`config.mk`:
```
export PLATFORM = sky130hd
export DESIGN_NAME = uart_rx_fifo
export DESIGN_NICKNAME = d
export VERILOG_FILES = /design/src/rtl/uart_rx_fifo.sv
export SDC_FILE = /design/constraint.sdc
export NUM_CORES = 1
export LEC_CHECK = 0
export ABC_AREA = 1
export ABC_CLOCK_PERIOD_IN_PS = 4800
export CAP_MARGIN = 0
export CORE_ASPECT_RATIO = 1.1
export CORE_MARGIN = 4
export CORE_UTILIZATION = 45
export CTS_BUF_LIST = sky130_fd_sc_hd__clkbuf_4
export CTS_CLUSTER_DIAMETER = 60
export CTS_CLUSTER_SIZE = 40
export DETAILED_ROUTE_END_ITERATION = 8
export SLEW_MARGIN = 20
export SYNTH_ARGS = -nofsm -noshare
export SYNTH_HDL_FRONTEND = slang
export SYNTH_SLANG_ARGS = --single-unit
```
`constraint.sdc`:
```
create_clock -name clk -period 4.8 [get_ports clk]
set_clock_uncertainty 0.2 [all_clocks]
set_input_delay 0.72 -clock clk [delete_from_list [all_inputs] [get_ports clk]]
set_output_delay 0.72 -clock clk [all_outputs]
set_load 0.02 [all_outputs]
```
`src/rtl/uart_rx_fifo.sv`:
```
// -----------------------------------------------------------------------------
// uart_rx_fifo
//   Receive-side byte buffer behind a UART receiver. A byte is captured on
//   each rx_end pulse and held in a first-word-fall-through FIFO until the bus
//   side pops it. Fill level, a sticky overrun flag and a threshold interrupt
//   are reported so that software can service the UART in bursts.
//
// Ports
//   clk      in   clock; all state updates on the rising edge
//   reset    in   asynchronous active-low reset
//   rx_end   in   one-cycle push strobe; rx_data is valid
//   rx_data  in   received byte
//   rd_en    in   pop request (ignored while empty)
//   flush    in   synchronous discard of all entries
//   ovr_clr  in   synchronous clear of the overrun flag
//   rd_data  out  head entry, 8'h00 while empty
//   empty    out  no entries held
//   full     out  level == DEPTH
//   level    out  entries held, 0..DEPTH
//   overrun  out  sticky: a byte was dropped because the FIFO was full
//   irq      out  (level >= THRESH) | overrun
// -----------------------------------------------------------------------------
module uart_rx_fifo #(
  parameter int DEPTH  = 16,
  parameter int ADDR_W = 4,
  parameter int THRESH = 8
) (
  input  logic              clk,
  input  logic              reset,
  input  logic              rx_end,
  input  logic [7:0]        rx_data,
  input  logic              rd_en,
  input  logic              flush,
  input  logic              ovr_clr,
  output logic [7:0]        rd_data,
  output logic              empty,
  output logic              full,
  output logic [ADDR_W:0]   level,
  output logic              overrun,
  output logic              irq
);

  localparam logic [ADDR_W:0]   DEPTH_L  = DEPTH[ADDR_W:0];
  localparam logic [ADDR_W:0]   THRESH_L = THRESH[ADDR_W:0];
  localparam logic [ADDR_W-1:0] PTR_ONE  = {{(ADDR_W-1){1'b0}}, 1'b1};
  localparam logic [ADDR_W:0]   CNT_ONE  = {{ADDR_W{1'b0}}, 1'b1};

  logic [7:0]        mem_q [DEPTH];
  logic [ADDR_W-1:0] wp_q, wp_d;
  logic [ADDR_W-1:0] rp_q, rp_d;
  logic [ADDR_W:0]   cnt_q, cnt_d;
  logic              ovr_q, ovr_d;

  logic              pop_ok_s;
  logic              push_ok_s;
  logic              drop_s;

  // Status decode straight from the registers.
  assign empty   = (cnt_q == {(ADDR_W+1){1'b0}});
  assign full    = (cnt_q == DEPTH_L);
  assign level   = cnt_q;
  assign rd_data = empty ? 8'h00 : mem_q[rp_q];
  assign overrun = ovr_q;
  assign irq     = (cnt_q >= THRESH_L) | ovr_q;

  // A pop while full frees the slot the simultaneous push lands in.
  // Flush discards any arriving byte and never counts as an overrun.
  assign pop_ok_s  = rd_en & ~empty;
  assign push_ok_s = rx_end & (~full | pop_ok_s) & ~flush;
  assign drop_s    = rx_end & full & ~pop_ok_s & ~flush;

  // Next-state for pointers, count and the sticky overrun flag.
  always_comb begin
    wp_d  = wp_q;
    rp_d  = rp_q;
    cnt_d = cnt_q;
    if (flush) begin
      wp_d  = {ADDR_W{1'b0}};
      rp_d  = {ADDR_W{1'b0}};
      cnt_d = {(ADDR_W+1){1'b0}};
    end else begin
      if (push_ok_s) begin
        wp_d = wp_q + PTR_ONE;
      end else begin
        wp_d = wp_q;
      end
      if (pop_ok_s) begin
        rp_d = rp_q + PTR_ONE;
      end else begin
        rp_d = rp_q;
      end
      if (push_ok_s && !pop_ok_s) begin
        cnt_d = cnt_q + CNT_ONE;
      end else if (pop_ok_s && !push_ok_s) begin
        cnt_d = cnt_q - CNT_ONE;
      end else begin
        cnt_d = cnt_q;
      end
    end
    // Setting wins over a simultaneous clear.
    if (drop_s) begin
      ovr_d = 1'b1;
    end else if (ovr_clr) begin
      ovr_d = 1'b0;
    end else begin
      ovr_d = ovr_q;
    end
  end

  // Pointer, count and flag registers.
  always_ff @(posedge clk or negedge reset) begin
    if (!reset) begin
      wp_q  <= {ADDR_W{1'b0}};
      rp_q  <= {ADDR_W{1'b0}};
      cnt_q <= {(ADDR_W+1){1'b0}};
      ovr_q <= 1'b0;
    end else begin
      wp_q  <= wp_d;
      rp_q  <= rp_d;
      cnt_q <= cnt_d;
      ovr_q <= ovr_d;
    end
  end

  // Storage array; contents are qualified by cnt, so it carries no reset.
  always_ff @(posedge clk) begin
    if (push_ok_s) begin
      mem_q[wp_q] <= rx_data;
    end
  end

endmodule
```
==> out/metrics.yaml, run 1 <==
run_status:
  status: "finished, final reports clean"
yosys:
  synthTopCellsByCount: "nand2_1, edfxtp_1, nand3_1"
  avgSynthCellArea_sq_um: 11.05
  ys_types: 29
  synth_top_area_share_pct: 62.20
  synth_area_leaders: "edfxtp_1, nand2_1, nand3_1"
  yosysWarnings: 0
  synth_edf_count: 128
  syn_inst: 559
  synthFlopType: "edfxtp_1"
  yosys.area.top_type: "edfxtp_1"
  ys_seq_area_share_pct: 67.87
  synthesis.nets: 583
  mappedNetlistArea_sq_um: 6180
  ys_ff_latch: 142
  synthArstFlopShare_pct: 9.859
  synth_most_common_cell: "nand2_1"
power:
  leakage_uw: 0.002554
  powerDensity_nw_per_um2: 505.4
  ir_worst_vdd_mv: 0.3849
sta:
  finalMaxSlewViolations: 0
  max_freq_mhz: 251.1
  hold_slack_ns: 0.3786
  setup_viol: 0
  finalCriticalPeriod_ns: 3.983
  worstMarginPinSlew_ns: 1.074
  hold_viol: 0
  setup_tns_ns: 0
  timing.slew.headroom_pct: 28.14
  fin_crit_sh_pct: 82.98
  grt_setup_unrepaired: "no"
hold_path:
  min_path_type: "in -> async"
detailed_routing:
  drc: 0
  wl_per_cell_um: 19.14
  drt_first_pass_iters: 5
  totalWireLength_um: 14990
  ant_nets: 0
  drt_iter0_drc: 453
  vias: 4177
  viasPerCell: 5.335
cells_and_area:
  nFillCells: 1237
  drive_gt1_share_pct: 8.848
  flow.area_growth_from_synthesis_pct: 11.44
  antennaDiodeCount: 0
  design_area_sq_um: 6887
  finalNetCount: 610
critical_path:
  cp-end-kind: "primary output"
  rr_worst_depth: 6
  rrSetupSlack_ns: 2.29
  worstSetupPathType: "reg -> out"
  cp.required_ns: 3.88
  worst-path-max-fanout: 35
  start_kind: "register"
  r2r-start: "level[1]"
  arrival_ns: 3.06
  r2r_end: "mem_q[1][3]"
flow_run:
  max_cap_viol_count: 0
clock_tree:
  hold_buffers: 0
  cts_made_buffers: 17
  cts_resized: 0
  cts_tree: "built"
  clock_path_buffers: 2
  clock_latency_ns: 0.54
  clock-root-buffer: "clkbuf_4"
  post_cts_buffers: 0
  cts.sinks: 142
  clk_pin_slew_ns: 0.12
  htreeDepth: 4
floorplan:
  io_pins: 31
  die_width_um: 119.7
  rows: 44
  initial_core_util_pct: 46.38
  die-area_sq_um: 15670
  coreArea_sq_um: 13320
  fp.dieH_um: 130.9
place:
  port_buffers: 30
  dpl_cell_area_sq_um: 6573
  gp_congestion: 0.8138
  dp_hpwl_um: 9324
global_route:
  overflow: 0
  grt_max_degree: 67
  grt_first_pass_wirelength_um: 23150
  grt_pass1_vias: 4173
  grt_usage_pct: 20.00
  antenna_found_initial: 0
worst max-delay path by stage:
| stage | slack, ns | from | to | depth (start not counted) |
|---|---|---|---|---|
| 2_1_floorplan | 2.51 | rp_q[0] | rd_data[1] | 9 |
| 3_3_place_gp | 1.40 | rp_q[0] | rd_data[0] | 9 |
| 3_5_place_dp | 1.40 | flush | mem_q[1][7] | 6 |
| 4_1_cts | 0.79 | rp_q[0] | rd_data[0] | 9 |
| 5_1_grt | 0.61 | rp_q[0] | rd_data[0] | 9 |
| 6_report | 0.82 | rp_q[0] | rd_data[0] | 9 |
worst max-delay path, stage by stage, from the launching register on:
cell             delay, ns
dfrtp_2               0.43
inv_2                 0.46
buf_12                0.29
nand2_1               0.07
nand3_1               0.08
nand3_1               0.10
nand2_1               0.11
nand2_1               0.07
a21oi_1               0.25
clkdlybuf4s50_1       0.66
cell families after synthesis:
| logic type | count (synthesis) | share of synthesized area [%] |
|---|---|---|
| xor gates and xnor gates | 3 | 0.4253 |
| and+or+nand+nor | 336 | 23.57 |
| buffers and inverters | 46 | 4.090 |
| adders and majority gates | 10 | 2.146 |
| AOI/OAI and AO/OA | 22 | 1.903 |
| DFF | 142 | 67.87 |
flip-flops by register name (all words and copies together), names as in the netlist:
register	count
overrun	1
rp_q	4
mem_q	128
wp_q	4
level	5
per-stage QoR:
step	setup slack, ns	util (%)	total power (uW)	instances
floorplan	2.509	-	2262	559
global placement	1.399	49.33	2647	751
detailed placement	1.401	49.33	2665	751
CTS	0.7886	51.69	3493	783
global route	0.6149	51.69	3659	783
finish	0.8172	51.69	3481	783
cells in the final DEF (no fill, tap or decap), types with 2 or more instances in the layout:
cell	instances
buf_4	2
ha_1	9
nand2_1	196
bufinv_16	4
inv_2	9
nor2_2	3
clkdlybuf4s50_1	30
clkinv_1	4
a21oi_1	11
inv_1	11
edfxtp_1	128
o21ai_1	8
clkinvlp_4	4
nand2_2	2
xor2_1	3
nor2_1	20
clkbuf_4	19
clkinv_2	2
dfrtp_1	13
nand3_1	108
layout make-up:
class | count | area, sq um | share of cell area, %
multi-input cells | 371 | 1733 | 25.16
well taps | 184 | 230.2 | 3.343
inverters | 21 | 78.83 | 1.145
clock buffers | 19 | 142.6 | 2.071
repair buffers | 33 | 335.3 | 4.869
flip-flops and latches | 142 | 4195 | 60.92
clock inverters | 13 | 171.4 | 2.489
report_power, final:
group | switching, uW | leakage [uW] | internal (uW)
Sequential | 59.4 | 0.00134 | 1390
Clock | 422 | 0.000157 | 417
Combinational | 774 | 0.00106 | 421
per-layer routing:
layer  GRT usage [%]  routed length [um]  part of all wire (%)
met1           25.44                6357                    42
met3           4.046                 781                   5.2
met5               0                   0                     0
met2           34.38                7581                    51
met4           7.278                 265                   1.8
No activity file was read; power rests on OpenSTA's default activity.
==> inputs of run 2 (changes only) <==
ABC_CLOCK_PERIOD_IN_PS = 3500   (was 4800)
clock period = 3.5 ns   (was 4.8 ns; I/O delays follow)
==> out/metrics.yaml, run 2 (synthesized netlist as in run 1, its figures left out) <==
run_status:
  status: "finished, final reports clean"
floorplan:
  initial_core_util_pct: 46.38  # unchanged
  die_width_um: 119.7  # unchanged
  io_pins: 31  # unchanged
  rows: 44  # unchanged
  fp.dieH_um: 130.9  # unchanged
  die-area_sq_um: 15670  # unchanged
  coreArea_sq_um: 13320  # unchanged
critical_path:
  cp-endpoint: "rd_data[5]"
  crit_top_cell: "nand2_1"
  cp.required_ns: 2.77  # -1.11 ns
  path_depth: 9  # unchanged
  critical-path-top-delay-family: "buffers and inverters"
  crit_path_cell_trace: "inv_4, buf_12, nand2_1, nand3_1, nand3_1, nand2_1, nand2_1, a21oi_1, clkdlybuf4s50_1"
  r2r_end: "level[4]"
  worstSetupPathType: "reg -> out"
  slowest_stage: "clkdlybuf4s50_1"
  rr_worst_depth: 14  # +8
  crit_buf_inv: 3  # unchanged
  cpPeakStageDelay_ns: 0.63  # -0.03 ns
  cp-startpoint: "rp_q[0]"
  arrival_ns: 2.60  # -0.46 ns
  start_kind: "register"
  cp-end-kind: "primary output"
  r2r-start: "level[1]"
  worst-path-max-fanout: 32  # -8.6%
  rrSetupSlack_ns: 1.03  # -1.26 ns
clock_tree:
  clock_path_buffers: 2  # unchanged
  cts_tree: "built"
  clock-root-buffer: "clkbuf_4"
  clock_latency_ns: 0.53  # about the same
  htreeDepth: 4  # unchanged
  hold_buffers: 0  # unchanged
  clk_pin_slew_ns: 0.12  # about the same
  cts_made_buffers: 17  # unchanged
  cts.sinks: 142  # unchanged
sta:
  finalCriticalPeriod_ns: 3.329
  max_freq_mhz: 300.4
  finalMaxSlewViolations: 0  # unchanged
  setup_tns_ns: 0  # unchanged
  setup_ws_ns: 0.1713  # -0.6458 ns
  hold_viol: 0  # unchanged
  worstMarginPinSlew_ns: 0.8754  # -0.1985 ns
  setup_viol: 0  # unchanged
  timing.slew.headroom_pct: 41.42  # +13 points
  fin_crit_sh_pct: 95.10
cells_and_area:
  drive_gt1_share_pct: 11.42  # +2.6 points
  final_cell_mix: "nand2_1, edfxtp_1, nand3_1"
  fin_util_pct: 52.48  # +0.79 points
  mostFrequentLayoutCell: "nand2_1"
  layoutNonFillerInstCount: 798  # +1.9%
  regMostFlops: "mem_q"
  flow.area_growth_from_synthesis_pct: 13.14
  finalNetCount: 624  # +2.3%
  largest_reg_flops: 128  # unchanged
global_route:
  grt_pass1_vias: 4186  # +0.31%
  overflow: 0  # unchanged
  grt_first_pass_wirelength_um: 22980  # -0.74%
  grt_usage_pct: 19.73  # -0.26 points
  antenna_found_initial: 1  # +1
  grt_max_degree: 43  # -36%
detailed_routing:
  vias: 4182  # +0.12%
  wl_per_cell_um: 18.33  # -4.2%
  wl_met3_um: 696  # -11%
  maxUsedRoutingLayer: "met4"
  drt_first_pass_iters: 5  # unchanged
  met1_length_um: 6675  # +5.0%
  drt_iter0_drc: 400  # -12%
  drc: 0  # unchanged
  ant_nets: 0  # unchanged
  met2WireLength_um: 7021  # -7.4%
  viasPerCell: 5.241  # -1.8%
  totalWireLength_um: 14630  # -2.4%
flow_run:
  max_cap_viol_count: 0  # unchanged
power:
  ir_worst_vdd_mv: 0.4338  # +13%
  leakage_uw: 0.002689  # +5.3%
  clockPowerShare_pct: 22.0  # -2.1 points
  powerDensity_nw_per_um2: 668.4  # +32%
  p_total_uw: 4674  # +34%
  p_comb_share_pct: 35.8  # +1.5 points
  p_sw_share_pct: 37.26  # +1.2 points
  p_seq_share_pct: 42.2  # +0.6 points
  switching_power_uw: 1741  # +39%
  p_int_uw: 2932  # +32%
place:
  gp_congestion: 0.8273  # +1.7%
  port_buffers: 30  # unchanged
  dp_cells: 765  # +1.9%
  place_ws_ns: 0.4785  # -0.9228 ns
  dp_hpwl_um: 9350  # +0.29%
hold_path:
  min_path_type: "in -> async"
## run 2: changes by cell type in the layout (fill, tap and decap cells not counted), sizes merged
cell	change
buf	+14
clkdlybuf4s50	-5
dlymetal6s2s	+5
bufinv	-2
clkinv	+2
clkinvlp	-1
diode	+1
inv	+1
## run 2: per-stage QoR
stage / area (sq um) / hold slack (ns)
floorplan: 6180 / 0.02941
global placement: 6678 / 0.3615
detailed placement: 6678 / 0.3597
CTS: 6970 / 0.1855
global route: 6992 / 0.2004
finish: 6992 / 0.2057
## run 2: cell type report
| cell class | instances | area, sq um |
|---|---|---|
| clock inverters | 13 | 141.4 |
| flip-flops and latches | 142 | 4195 |
| diodes | 1 | 2.502 |
| fillers | 1247 | 6331 |
| repair buffers | 47 | 460.4 |
| well taps | 184 | 230.2 |
| inverters | 21 | 86.33 |
| clock buffers | 19 | 142.6 |
| multi-input cells | 371 | 1733 |
## run 2: repair_timing
item | CTS | global route
setup endpoints to repair | 2 | 8
pin swaps | 0 | 0
cloned | 0 | 0
resized for setup | 3 | 8
buffers inserted | 0 | 0
## run 2: how the worst min path moves through the flow
stage	start	end	slack (ns)	cells after the start
after floorplan	reset	level[0]	0.03	0
after global placement	overrun	overrun	0.36	2
after detailed placement	overrun	overrun	0.36	2
after CTS	reset	level[2]	0.19	1
after global routing	reset	level[2]	0.20	1
final	reset	level[2]	0.21	1
## run 2: layer usage
metal / GRT usage, % / up-vias
met5: 0 / -
met4: 7.345 / 0
met3: 4.046 / 16
met2: 31.98 / 122
met1: 26.63 / 2029
li1: - / 2015
## run 2: power groups by stage
stage          clock network [uW]  logic (uW)  registers (uW)
6_report                     1030        1670            1970
5_1_grt                      1130        1840            1980
4_1_cts                      1060        1680            1970
3_5_place_dp                    0        1660            2010
3_3_place_gp                    0        1650            2010
2_1_floorplan                   0        1080            2030
